`config.mk`:
```
export PLATFORM = sky130hd
export DESIGN_NAME = im_cache_pool_reader
export DESIGN_NICKNAME = d
export VERILOG_FILES = /design/src/rtl/im_cache_pool_reader.sv
export SDC_FILE = /design/constraint.sdc
export NUM_CORES = 1
export LEC_CHECK = 0
export BUFFER_PORTS_ARGS = -buffer_cell sky130_fd_sc_hd__buf_2
export CAP_MARGIN = 5
export CORE_MARGIN = 2
export CORE_UTILIZATION = 35
export DETAILED_ROUTE_END_ITERATION = 7
export RECOVER_POWER = 50
export SLEW_MARGIN = 40
export SYNTH_ARGS = -nofsm -noshare
export SYNTH_HDL_FRONTEND = slang
export SYNTH_SLANG_ARGS = --single-unit
```
`constraint.sdc`:
```
create_clock -name clk -period 3.5 [get_ports clk]
set_input_delay 0.175 -clock clk [delete_from_list [all_inputs] [get_ports clk]]
set_output_delay 0.175 -clock clk [all_outputs]
set_load 0.03 [all_outputs]
```
`src/rtl/im_cache_pool_reader.sv`:
```
// -----------------------------------------------------------------------------
// im_cache_pool_reader
//
// Reads back the four-way image cache after a conv filter's write pass and
// emits the 2x2 max-pooled image in raster order.
//
// The four sub-caches hold the four phases of the conv output:
//   slice 0 = even row / even col, slice 1 = even row / odd col,
//   slice 2 = odd row / even col,  slice 3 = odd row / odd col.
// All four share one read address, so each read returns one complete 2x2
// neighbourhood. The fp16 maximum of that neighbourhood is one output pixel.
// Reading the pooled grid in raster order (prow*PC + pcol) gives the
// addresses 0, 1, 2, ... PR*PC-1, so a plain incrementing address counter
// is enough.
//
// Ports:
//   clk, reset           clock, synchronous active-high reset
//   max_row_in/max_col_in conv output rows R / cols C (>= 1)
//   params_valid_in      latch R and C (honoured in IDLE only)
//   start_in             begin a pooling pass (honoured in IDLE only)
//   cache_rd_addr_out    shared read address for the four sub-caches
//   cache_rd_en_out      read strobe
//   cache_data_in        {slice3, slice2, slice1, slice0}, IM_CACHE_DELAY
//                        cycles after the read strobe
//   pixel_out            pooled pixel (head of the output FIFO)
//   pixel_valid_out      output FIFO non-empty
//   pixel_ready_in       downstream ready
//   busy_out             pass in progress
//   done_out             one-cycle pulse with the final pixel's handshake
//
// Optional feature macro: IM_POOL_RELU_EN
//   When defined, a pooled result with its sign bit set (negative values,
//   -0 and -inf) is replaced by +0 before it enters the output FIFO.
// -----------------------------------------------------------------------------
module im_cache_pool_reader #(
    parameter int DATA_WIDTH     = 16,
    parameter int DIM_WIDTH      = 9,
    parameter int IM_CACHE_DEPTH = 1024,
    parameter int IM_CACHE_DELAY = 2,
    parameter int OUT_FIFO_DEPTH = 8
) (
    input  logic                              clk,
    input  logic                              reset,
    input  logic [DIM_WIDTH-1:0]              max_row_in,
    input  logic [DIM_WIDTH-1:0]              max_col_in,
    input  logic                              params_valid_in,
    input  logic                              start_in,
    output logic [$clog2(IM_CACHE_DEPTH)-1:0] cache_rd_addr_out,
    output logic                              cache_rd_en_out,
    input  logic [4*DATA_WIDTH-1:0]           cache_data_in,
    output logic [DATA_WIDTH-1:0]             pixel_out,
    output logic                              pixel_valid_out,
    input  logic                              pixel_ready_in,
    output logic                              busy_out,
    output logic                              done_out
);

    localparam int ADDR_WIDTH = $clog2(IM_CACHE_DEPTH);
    localparam int CNT_WIDTH  = $clog2(OUT_FIFO_DEPTH + 1);
    localparam int PTR_WIDTH  = (OUT_FIFO_DEPTH > 1) ? $clog2(OUT_FIFO_DEPTH) : 1;

    localparam logic [DIM_WIDTH-1:0]  DIM_ONE   = DIM_WIDTH'(1);
    localparam logic [ADDR_WIDTH-1:0] ADDR_ONE  = ADDR_WIDTH'(1);
    localparam logic [CNT_WIDTH-1:0]  CNT_ONE   = CNT_WIDTH'(1);
    localparam logic [PTR_WIDTH-1:0]  PTR_ONE   = PTR_WIDTH'(1);
    localparam logic [PTR_WIDTH-1:0]  PTR_LAST  = PTR_WIDTH'(OUT_FIFO_DEPTH - 1);
    localparam logic [CNT_WIDTH:0]    DEPTH_EXT = (CNT_WIDTH + 1)'(OUT_FIFO_DEPTH);
    // fp16 -infinity: used to neutralise neighbourhood slots outside the image.
    localparam logic [DATA_WIDTH-1:0] NEG_INF   = DATA_WIDTH'(16'hFC00);
    localparam logic [DATA_WIDTH-1:0] SIGN_BIT  = {1'b1, {(DATA_WIDTH-1){1'b0}}};

    typedef enum logic [1:0] {
        IDLE  = 2'd0,
        READ  = 2'd1,
        DRAIN = 2'd2
    } state_t;

    // -------------------------------------------------------------------------
    // fp16 ordering: mapping negatives to their complement and setting the top
    // bit of positives yields keys whose unsigned order is the numeric order,
    // with +0 above -0.
    // -------------------------------------------------------------------------
    function automatic logic [DATA_WIDTH-1:0] fp_key(input logic [DATA_WIDTH-1:0] x);
        return x[DATA_WIDTH-1] ? ~x : (x | SIGN_BIT);
    endfunction

    // Ties keep the first argument, which is always the lower slice index.
    function automatic logic [DATA_WIDTH-1:0] fp_max(input logic [DATA_WIDTH-1:0] a,
                                                     input logic [DATA_WIDTH-1:0] b);
        return (fp_key(b) > fp_key(a)) ? b : a;
    endfunction

    // -------------------------------------------------------------------------
    // State
    // -------------------------------------------------------------------------
    state_t                  state_reg;
    logic [DIM_WIDTH-1:0]    r_reg, c_reg;
    logic [DIM_WIDTH-1:0]    pr_reg, pc_reg;
    logic [DIM_WIDTH-1:0]    prow_reg, pcol_reg;
    logic [ADDR_WIDTH-1:0]   addr_reg;
    logic                    busy_reg;

    logic [CNT_WIDTH-1:0]    in_flight_reg;
    logic [CNT_WIDTH-1:0]    fifo_count_reg;
    logic [PTR_WIDTH-1:0]    wr_ptr_reg, rd_ptr_reg;
    logic [DATA_WIDTH-1:0]   fifo_mem [OUT_FIFO_DEPTH];

    logic [IM_CACHE_DELAY-1:0] dly_valid_reg;
    logic [IM_CACHE_DELAY-1:0] dly_mask_c_reg;
    logic [IM_CACHE_DELAY-1:0] dly_mask_r_reg;

    logic                    a_valid_reg;
    logic [DATA_WIDTH-1:0]   a_lo_reg, a_hi_reg;
    logic                    b_valid_reg;
    logic [DATA_WIDTH-1:0]   b_data_reg;

    // -------------------------------------------------------------------------
    // Combinational control
    // -------------------------------------------------------------------------
    logic [CNT_WIDTH:0]      credit_used;
    logic                    credit_ok;
    logic                    rd_issue;
    logic                    last_col, last_row;
    logic                    issue_mask_c, issue_mask_r;
    logic                    fifo_empty;
    logic                    fifo_pop;
    logic                    final_pop;

    // A read is only launched if its result is guaranteed a FIFO slot, so the
    // pipeline never needs to stall and the FIFO never overflows.
    assign credit_used  = {1'b0, fifo_count_reg} + {1'b0, in_flight_reg};
    assign credit_ok    = credit_used < DEPTH_EXT;
    assign rd_issue     = (state_reg == READ) && credit_ok;

    assign last_col     = (pcol_reg == pc_reg - DIM_ONE);
    assign last_row     = (prow_reg == pr_reg - DIM_ONE);
    // An odd dimension leaves the final pooled column/row with a half window.
    assign issue_mask_c = c_reg[0] && last_col;
    assign issue_mask_r = r_reg[0] && last_row;

    assign fifo_empty   = (fifo_count_reg == '0);
    assign fifo_pop     = !fifo_empty && pixel_ready_in;
    // in_flight only drops when a result lands in the FIFO, so in_flight == 0
    // with a single FIFO entry popping means this is the very last pixel.
    assign final_pop    = (state_reg == DRAIN) && (in_flight_reg == '0) &&
                          (fifo_count_reg == CNT_ONE) && pixel_ready_in;

    assign cache_rd_en_out   = rd_issue;
    assign cache_rd_addr_out = addr_reg;
    assign pixel_valid_out   = !fifo_empty;
    assign pixel_out         = fifo_empty ? '0 : fifo_mem[rd_ptr_reg];
    assign busy_out          = busy_reg;
    assign done_out          = final_pop;

    // -------------------------------------------------------------------------
    // Parameters and pass control
    // -------------------------------------------------------------------------
    always_ff @(posedge clk) begin
        if (reset) begin
            pr_reg <= '0;
            pc_reg <= '0;
        end else begin
            // ceil(x/2) without needing an extra carry bit
            pr_reg <= (r_reg >> 1) + {{(DIM_WIDTH-1){1'b0}}, r_reg[0]};
            pc_reg <= (c_reg >> 1) + {{(DIM_WIDTH-1){1'b0}}, c_reg[0]};
        end
    end

    always_ff @(posedge clk) begin
        if (reset) begin
            state_reg <= IDLE;
            r_reg     <= '0;
            c_reg     <= '0;
            prow_reg  <= '0;
            pcol_reg  <= '0;
            addr_reg  <= '0;
            busy_reg  <= 1'b0;
        end else begin
            case (state_reg)
                IDLE: begin
                    if (params_valid_in) begin
                        r_reg <= max_row_in;
                        c_reg <= max_col_in;
                    end
                    if (start_in) begin
                        state_reg <= READ;
                        busy_reg  <= 1'b1;
                        prow_reg  <= '0;
                        pcol_reg  <= '0;
                        addr_reg  <= '0;
                    end
                end
                READ: begin
                    if (rd_issue) begin
                        addr_reg <= addr_reg + ADDR_ONE;
                        if (last_col) begin
                            pcol_reg <= '0;
                            prow_reg <= prow_reg + DIM_ONE;
                            if (last_row) begin
                                state_reg <= DRAIN;
                            end
                        end else begin
                            pcol_reg <= pcol_reg + DIM_ONE;
                        end
                    end
                end
                DRAIN: begin
                    if (final_pop) begin
                        state_reg <= IDLE;
                        busy_reg  <= 1'b0;
                    end
                end
                default: begin
                    state_reg <= IDLE;
                    busy_reg  <= 1'b0;
                end
            endcase
        end
    end

    // Reads whose result has not yet been written into the FIFO.
    always_ff @(posedge clk) begin
        if (reset) begin
            in_flight_reg <= '0;
        end else begin
            case ({rd_issue, b_valid_reg})
                2'b10:   in_flight_reg <= in_flight_reg + CNT_ONE;
                2'b01:   in_flight_reg <= in_flight_reg - CNT_ONE;
                default: in_flight_reg <= in_flight_reg;
            endcase
        end
    end

    // -------------------------------------------------------------------------
    // Read-strobe / edge-mask delay line, aligned with cache_data_in
    // -------------------------------------------------------------------------
    always_ff @(posedge clk) begin
        if (reset) begin
            dly_valid_reg  <= '0;
            dly_mask_c_reg <= '0;
            dly_mask_r_reg <= '0;
        end else begin
            dly_valid_reg[0]  <= rd_issue;
            dly_mask_c_reg[0] <= rd_issue && issue_mask_c;
            dly_mask_r_reg[0] <= rd_issue && issue_mask_r;
            for (int i = IM_CACHE_DELAY - 1; i > 0; i--) begin
                dly_valid_reg[i]  <= dly_valid_reg[i-1];
                dly_mask_c_reg[i] <= dly_mask_c_reg[i-1];
                dly_mask_r_reg[i] <= dly_mask_r_reg[i-1];
            end
        end
    end

    logic tap_valid, tap_mask_c, tap_mask_r;
    assign tap_valid  = dly_valid_reg[IM_CACHE_DELAY-1];
    assign tap_mask_c = dly_mask_c_reg[IM_CACHE_DELAY-1];
    assign tap_mask_r = dly_mask_r_reg[IM_CACHE_DELAY-1];

    // -------------------------------------------------------------------------
    // Slice extraction and edge masking. Slice index bit 0 selects the odd
    // column, bit 1 the odd row; slice 0 is always inside the image.
    // -------------------------------------------------------------------------
    logic [DATA_WIDTH-1:0] slice_val [4];

    genvar gi;
    generate
        for (gi = 0; gi < 4; gi++) begin : g_slice
            localparam bit ODD_COL = (gi % 2) == 1;
            localparam bit ODD_ROW = gi >= 2;
            logic drop;
            assign drop = (ODD_COL && tap_mask_c) || (ODD_ROW && tap_mask_r);
            assign slice_val[gi] = drop ? NEG_INF
                                        : cache_data_in[gi*DATA_WIDTH +: DATA_WIDTH];
        end
    endgenerate

    // -------------------------------------------------------------------------
    // Stage A: pairwise max. Stage B: final max (optionally rectified).
    // -------------------------------------------------------------------------
    logic [DATA_WIDTH-1:0] b_max;
    logic [DATA_WIDTH-1:0] b_result;

    always_comb begin
        b_max    = fp_max(a_lo_reg, a_hi_reg);
        b_result = b_max;
`ifdef IM_POOL_RELU_EN
        if (b_max[DATA_WIDTH-1]) begin
            b_result = '0;
        end
`endif
    end

    always_ff @(posedge clk) begin
        if (reset) begin
            a_valid_reg <= 1'b0;
            a_lo_reg    <= '0;
            a_hi_reg    <= '0;
            b_valid_reg <= 1'b0;
            b_data_reg  <= '0;
        end else begin
            a_valid_reg <= tap_valid;
            a_lo_reg    <= fp_max(slice_val[0], slice_val[1]);
            a_hi_reg    <= fp_max(slice_val[2], slice_val[3]);
            b_valid_reg <= a_valid_reg;
            b_data_reg  <= b_result;
        end
    end

    // -------------------------------------------------------------------------
    // Output FIFO. Credit accounting keeps it from overflowing, so a write
    // and a read may coincide at any fill level.
    // -------------------------------------------------------------------------
    always_ff @(posedge clk) begin
        if (b_valid_reg) begin
            fifo_mem[wr_ptr_reg] <= b_data_reg;
        end
    end

    always_ff @(posedge clk) begin
        if (reset) begin
            wr_ptr_reg     <= '0;
            rd_ptr_reg     <= '0;
            fifo_count_reg <= '0;
        end else begin
            if (b_valid_reg) begin
                wr_ptr_reg <= (wr_ptr_reg == PTR_LAST) ? '0 : wr_ptr_reg + PTR_ONE;
            end
            if (fifo_pop) begin
                rd_ptr_reg <= (rd_ptr_reg == PTR_LAST) ? '0 : rd_ptr_reg + PTR_ONE;
            end
            case ({b_valid_reg, fifo_pop})
                2'b10:   fifo_count_reg <= fifo_count_reg + CNT_ONE;
                2'b01:   fifo_count_reg <= fifo_count_reg - CNT_ONE;
                default: fifo_count_reg <= fifo_count_reg;
            endcase
        end
    end

endmodule

```
==> impl_results.md, run 1 <==
* Critical R2R Launch: dly_mask_c_reg[1]
* Power per cell area at between 500 and 600 nW/um2
* Cell count after synthesis at about 1,200
* Drt first pass iters at 4
* EDFF count, synth at 128
* Total number of vias at between 9,000 and 10,000
* Nets at roughly 1,600
* Ports at ~120
* Initial antenna violation count at 0
* Fin crit share at between 90% and 100%
* Rel. slew slack at -38.3%
* Crit path launch: dly_mask_c_reg[1]
* Maximum VDD drop at 409 uV
* Most frequent cells in the layout: dfxtp_1 (137), edfxtp_1 (128), nor2_1 (115)
* RSZ-0062 raised after global routing: false
* CTS clk-pin slew, worst paths at 70 ps
* Hold Path Class: in2reg
* R2r worst-path depth at 12
* Family with the most delay on the worst path: buffers and inverters
* Failing checks: capacitance limit, slew limit
* Layout fillers at roughly 3,600
* Placeable Area at 37,800 um2
* Htree depth at 1
* Critical path fanouts, max at 31
* Final hold vios at 0
* Total grt overflow at 0
* Leak at approximately 6.2 nW
* Setup violators final at 0
* Sequential-to-total area share from yosys stat at between 40 and 50%
* Post-synthesis cell area at 13,400 um2
* Post-synthesis register bit count at 268
* CP endpoint: a_lo_reg[1]
* Core Util, Final at between 40% and 50%
* Reg-to-Reg End: a_lo_reg[1]
* Max Clk Rate at 0.304 GHz
* Critical path launch point type: flop
* Fin. max-slew vios at 48
* Clk_skew at 37.8 ps
* Worst Tran Pin Value at 2070 ps
* Iter 0 DRT Violations at 410
* Antenna Violating Nets Remaining at 0
* Yosys top cell by area: edfxtp_1
* Share of the synthesized area in the top cell type at between 20% and 30%
* P&R area growth vs syn at 21.4%
* Area occupied by multi-input gates at ~6500 um2
* Clk root buf: clkbuf_16
* Most flop-heavy register: fifo_mem
* Max reg flops at roughly 130
* Row Count at about 70
* DR DRC count at 0
* Layout cells sized above 1 at ~16%
* MaxCap Viol Count at 1
* Hold_sp: cache_data_in[11]
* Final setup margin at about 210 ps
* Number of global-route vias before repair at 9,267
* Postcts setup bufs at 0
* Placer Congestion at a little over 0.8
* Avg WL per Cell at 15.4 um
* Final min period at ~3300 ps
* Status: complete, but fails checks
* Slowest stage delay, CP at around 560 ps
* DIE AREA at between 30,000 and 40,000 um2
* CTS tree: done
* Layout Cells excl Fill at between 1,500 and 2,000
* CP bufs+invs at 3
* Ys flop type: dfxtp_1
* Largest net degree at the start of global routing at 63
* Clock Latency Late Sink at 570 ps
* Die Width at approximately 200 um
* Routed vias/inst at 4.89
* Clock sink count at about 270
* Ys async rst share at 0%
* Synth cell types at 63
* Crit path depth at 12
* TritonCTS Buffers at 28
* First-pass GRT wire length at about 48,000 um
* CP max-delay cell: dlygate4sd3_1
* Design Power at between 0.008 and 0.009 W
* Most common cell after layout, fill and taps aside: dfxtp_1
* Ant. Diodes at 0
* Yosys Warn Count at 0
* Post-Route WL at between 20,000 and 30,000 um
* Top cells by area, synth: edfxtp_1 (29%), dfxtp_1 (21%), ha_1 (6.5%)
* CP Capture Type: flop
* Critical path cell sequence: buf_4 -> nand2b_1 -> ha_1 -> nor2b_1 -> o21a_1 -> o21a_1 -> o211ai_1 -> a31oi_2 -> a21o_1 -> buf_4 -> mux2i_1 -> dlygate4sd3_1
* Kind of critical path: reg2reg
* DPL Wire Length at 21,100 um
* Max Buffers Root-to-Sink at 3
* Worst R2R Setup Slack at ~210 ps
* Register area at approximately 6700 um2
* Mean Syn Cell Area at around 11 um2
* DIE HEIGHT at around 200 um
* Net count after synthesis at between 1,000 and 1,500
* Final TNS setup at 0 ps
* Port Buffers at 116
* Initial core utilization at a little over a third
* Dpl ws at approximately 310 ps
* Placed Cells incl. Taps at approximately 1,800
* Tot GR Track Use at around 15%
* Crit path arrival time at approximately 3700 ps
* CP Data Required Time at approximately 4000 ps
## layout make-up
type	instances	share of cell area, %
inverters	23	0.529
multi-input cells	859	39.8
repair buffers	213	9.00
clock buffers	40	5.26
flip-flops and latches	268	40.8
well taps	511	3.92
clock inverters	9	0.752
## metrics by stage
step	hold WS [ps]	area [um2]
2_1_floorplan	311	13400
3_3_place_gp	420	14600
3_5_place_dp	426	14600
4_1_cts	1.07	16300
5_1_grt	15.2	16300
6_report	24.5	16300
## synth_stat cells (10+ instances only)
cell / count
inv_1: 22
nand3_1: 20
xor2_1: 63
o21ai_0: 17
clkbuf_1: 45
mux4_2: 32
or3_1: 12
nand3b_1: 20
nand2b_1: 46
edfxtp_1: 128
nand4_1: 19
ha_1: 70
nand2_1: 104
nor2_1: 116
a211oi_1: 17
dfxtp_1: 140
or4_1: 10
mux2i_1: 56
a21o_1: 13
xnor2_1: 80
a21oi_1: 52
nor2b_1: 19
nor3_1: 14
## kinds of logic after synthesis
| family | Yosys count | share of synthesized area (%) |
|---|---|---|
| flip-flops | 268 | 49.4 |
| XOR/XNOR | 144 | 9.44 |
| buffers and inverters | 84 | 2.46 |
| AND/OR/NAND/NOR | 410 | 15.2 |
| adder cells (fa/ha/maj) | 71 | 6.66 |
| multiplexers | 89 | 9.62 |
| AO/OA/AOI/OAI | 145 | 7.20 |
## worst register-to-register path, cell delays in order (launching register included)
cell	delay, ps
dfxtp_2	450
buf_4	320
nand2b_1	180
ha_1	240
nor2b_1	130
o21a_1	160
o21a_1	160
o211ai_1	190
a31oi_2	210
a21o_1	230
buf_4	200
mux2i_1	140
dlygate4sd3_1	560
## worst min-delay path by stage
| stage | slack, ps | depth (start not counted) | end |
|---|---|---|---|
| 6_report | 20 | 3 | a_lo_reg[11] |
| 5_1_grt | 20 | 3 | a_hi_reg[12] |
| 4_1_cts | 1 | 3 | a_hi_reg[14] |
| 3_5_place_dp | 430 | 3 | c_reg[6] |
| 3_3_place_gp | 420 | 1 | b_valid_reg |
| 2_1_floorplan | 310 | 2 | c_reg[1] |
## routing by layer
layer | global-route usage (%) | vias up | routed length [um]
met5 | 0 | - | 0
met4 | 3.90 | 0 | 633
met3 | 1.78 | 48 | 1090
met2 | 25.1 | 192 | 13900
met1 | 20.9 | 4489 | 14100
li1 | - | 4677 | -
## report_power, final
group	internal [W]	switching, W
Sequential	0.00348	0.000222
Combinational	0.000914	0.00110
Clock	0.00185	0.00121
## timing repair
action / 4_1_cts / 5_1_grt
hold buffers: 72 / 0
setup endpoints to repair: 0 / 16
endpoints found under the hold margin: 49 / 0
resized for setup: 0 / 3
No activity file was read; power rests on OpenSTA's default activity.
==> run 2, diff against run 1 <==
--- a/config.mk
+++ b/config.mk
@@ -5,11 +5,11 @@
 export SDC_FILE = /design/constraint.sdc
 export NUM_CORES = 1
 export LEC_CHECK = 0
-export BUFFER_PORTS_ARGS = -buffer_cell sky130_fd_sc_hd__buf_2
 export CAP_MARGIN = 5
 export CORE_MARGIN = 2
 export CORE_UTILIZATION = 35
 export DETAILED_ROUTE_END_ITERATION = 7
+export DONT_BUFFER_PORTS = 1
 export RECOVER_POWER = 50
 export SLEW_MARGIN = 40
 export SYNTH_ARGS = -nofsm -noshare
==> run 2 against run 1 <==
Against the previous run: highest routed layer unchanged; fmax increased by 0.98%; via count is 4.2% lower; die area stayed put; the flow now finishes without violations; cell area decreased by 2.7%; combinational power decreased by 7%; worst setup slack improved by 32 ps; largest cell class unchanged; largest power group unchanged; first-iteration DRC count rose by 21%; wire length increased by 0.70%.
==> impl_results.md, run 2 (synthesis gave the netlist of run 1 again) <==
* Placed Cells incl. Taps at roughly 1,700
* Routed vias/inst at about 5
* Fin crit share at 93.0%
* Initial core utilization at a little over a third
* Placeable Area at between 30,000 and 40,000 um2
* Dpl ws at 353 ps
* Avg WL per Cell at 16.4 um
* DR DRC count at 0
* Ports at 117
* Hold Path Stages at 2
* Placer Congestion at approximately 0.85
* Rel. slew slack at between 10% and 20%
* Max reg flops at between 100 and 150
* Most common cell after layout, fill and taps aside: dfxtp_1
* Met2 usage in global routing at 24.9%
* Final setup margin at 246 ps
* Maximum VDD drop at roughly 330 uV
* R2r worst-path depth at 12
* Drt first pass iters at 5
* P&R area growth vs syn at 18.0%
* CTS tree: done
* Critical path launch point type: flop
* Iter 0 DRT Violations at ~500
* Clock sink count at roughly 270
* Total number of vias at around 9,000
* Fin. max-slew vios at 0
* Initial antenna violation count at 0
* Number of global-route vias before repair at roughly 9,200
* Antenna Violating Nets Remaining at 0
* Htree depth at 1
* Final hold vios at 0
* GR Layer Usage met3 at between 2 and 3%
* Most frequent cells in the layout: dfxtp_1 (138), edfxtp_1 (128), nor2_1 (115)
* Final TNS setup at 0 ps
* Global routing usage on met1 at a little over a fifth
* Crit path arrival time at around 3800 ps
* DPL Wire Length at roughly 21,000 um
* Layout fillers at approximately 3,600
* First-pass GRT wire length at roughly 49,000 um
* Clk_skew at 12.4 ps
* Final min period at 3250 ps
* MaxCap Viol Count at 0
* Kind of critical path: reg2reg
* Leak at 5.85 nW
* Port Buffers at 0
* DIE HEIGHT at between 150 and 200 um
* Clock Latency Late Sink at 560 ps
* Layout Cells excl Fill at between 1,500 and 2,000
* Nets at 1,447
* Largest net degree at the start of global routing at around 110
* TritonCTS Buffers at 29
* Row Count at between 70 and 80
* Hold Path Class: in2reg
* GRT Max-Usage Layer: met2
* CP Capture Type: flop
* Max Buffers Root-to-Sink at 3
* Critical path fanouts, max at 31
* Setup violators final at 0
* Total grt overflow at 0
* Tot GR Track Use at between 10% and 20%
* Die Width at 200 um
* CP Data Required Time at 4000 ps
* Worst Tran Pin Value at between 1000 and 1500 ps
* Postcts setup bufs at 0
* Ant. Diodes at 0
* Status: completed
* CTS clk-pin slew, worst paths at ~60 ps
* Layout cells sized above 1 at 8.61%
* Post-Route WL at approximately 30,000 um
* DIE AREA at about 40,000 um2
* Most flop-heavy register: fifo_mem
* Power per cell area at around 540 nW/um2
* Design Power at between 0.008 and 0.009 W
* Clk root buf: clkbuf_16
* RSZ-0062 raised after global routing: false
* Max Clk Rate at between 0.3 and 0.4 GHz
run 2: critical path, stage by stage (launching register included):
cell and delay [ps]:
dfxtp_2 380, buf_6 190, nand2b_1 170, ha_1 280, nor2b_1 130, o21a_1 110, o21a_1 100, o211ai_1 80
a31oi_1 510, a21o_1 200, buf_4 240, mux2i_1 210, dlygate4sd3_1 570
run 2: final timing paths:
kind / from / end / slack [ps]
max: dly_mask_c_reg[1] / a_lo_reg[6] / 250
min: reset / pr_reg[6] / 20
max reg2reg: dly_mask_c_reg[1] / a_lo_reg[6] / 250
min reg2reg: a_valid_reg / b_valid_reg / 430
run 2: what timing repair did:
action | in CTS | in global routing
hold buffers | 85 | 0
endpoints found under the hold margin | 119 | 0
resized for setup | 0 | 2
setup endpoints to repair | 0 | 14
run 2: where the power goes:
group          switching [W]  internal [W]  leakage (nW)  total (W)
sequential          0.000195       0.00348          2.32    0.00367
clock                0.00122       0.00185         0.483    0.00307
combinational        0.00107      0.000813          3.04    0.00188
total                0.00249       0.00614          5.85    0.00862
run 2: metrics by stage:
stage                     hold WS [ps]  util (%)  instance area (um2)
after floorplan                    311         -                13400
after global placement             257      37.1                14000
after CTS                         3.29      42.1                15900
after global routing              26.6      42.0                15900
final                             18.6      42.0                15900
after detailed placement           258      37.2                14000
run 2: cell type report:
cell class	instances	area [um2]	share of cell area, %
Inverter	23	86.3	0.544
Multi-Input combinational cell	859	6470	40.8
Tap cell	511	639	4.03
Timing Repair Buffer	108	1030	6.51
Clock inverter	10	124	0.781
Clock buffer	44	862	5.43
Sequential cell	268	6650	41.9
run 2: routing by layer:
| layer | part of all wire, % | wire (um) |
|---|---|---|
| met3 | 4.9 | 1460 |
| met1 | 47 | 14200 |
| met5 | 0 | 0 |
| met2 | 46 | 13700 |
| met4 | 2.0 | 593 |
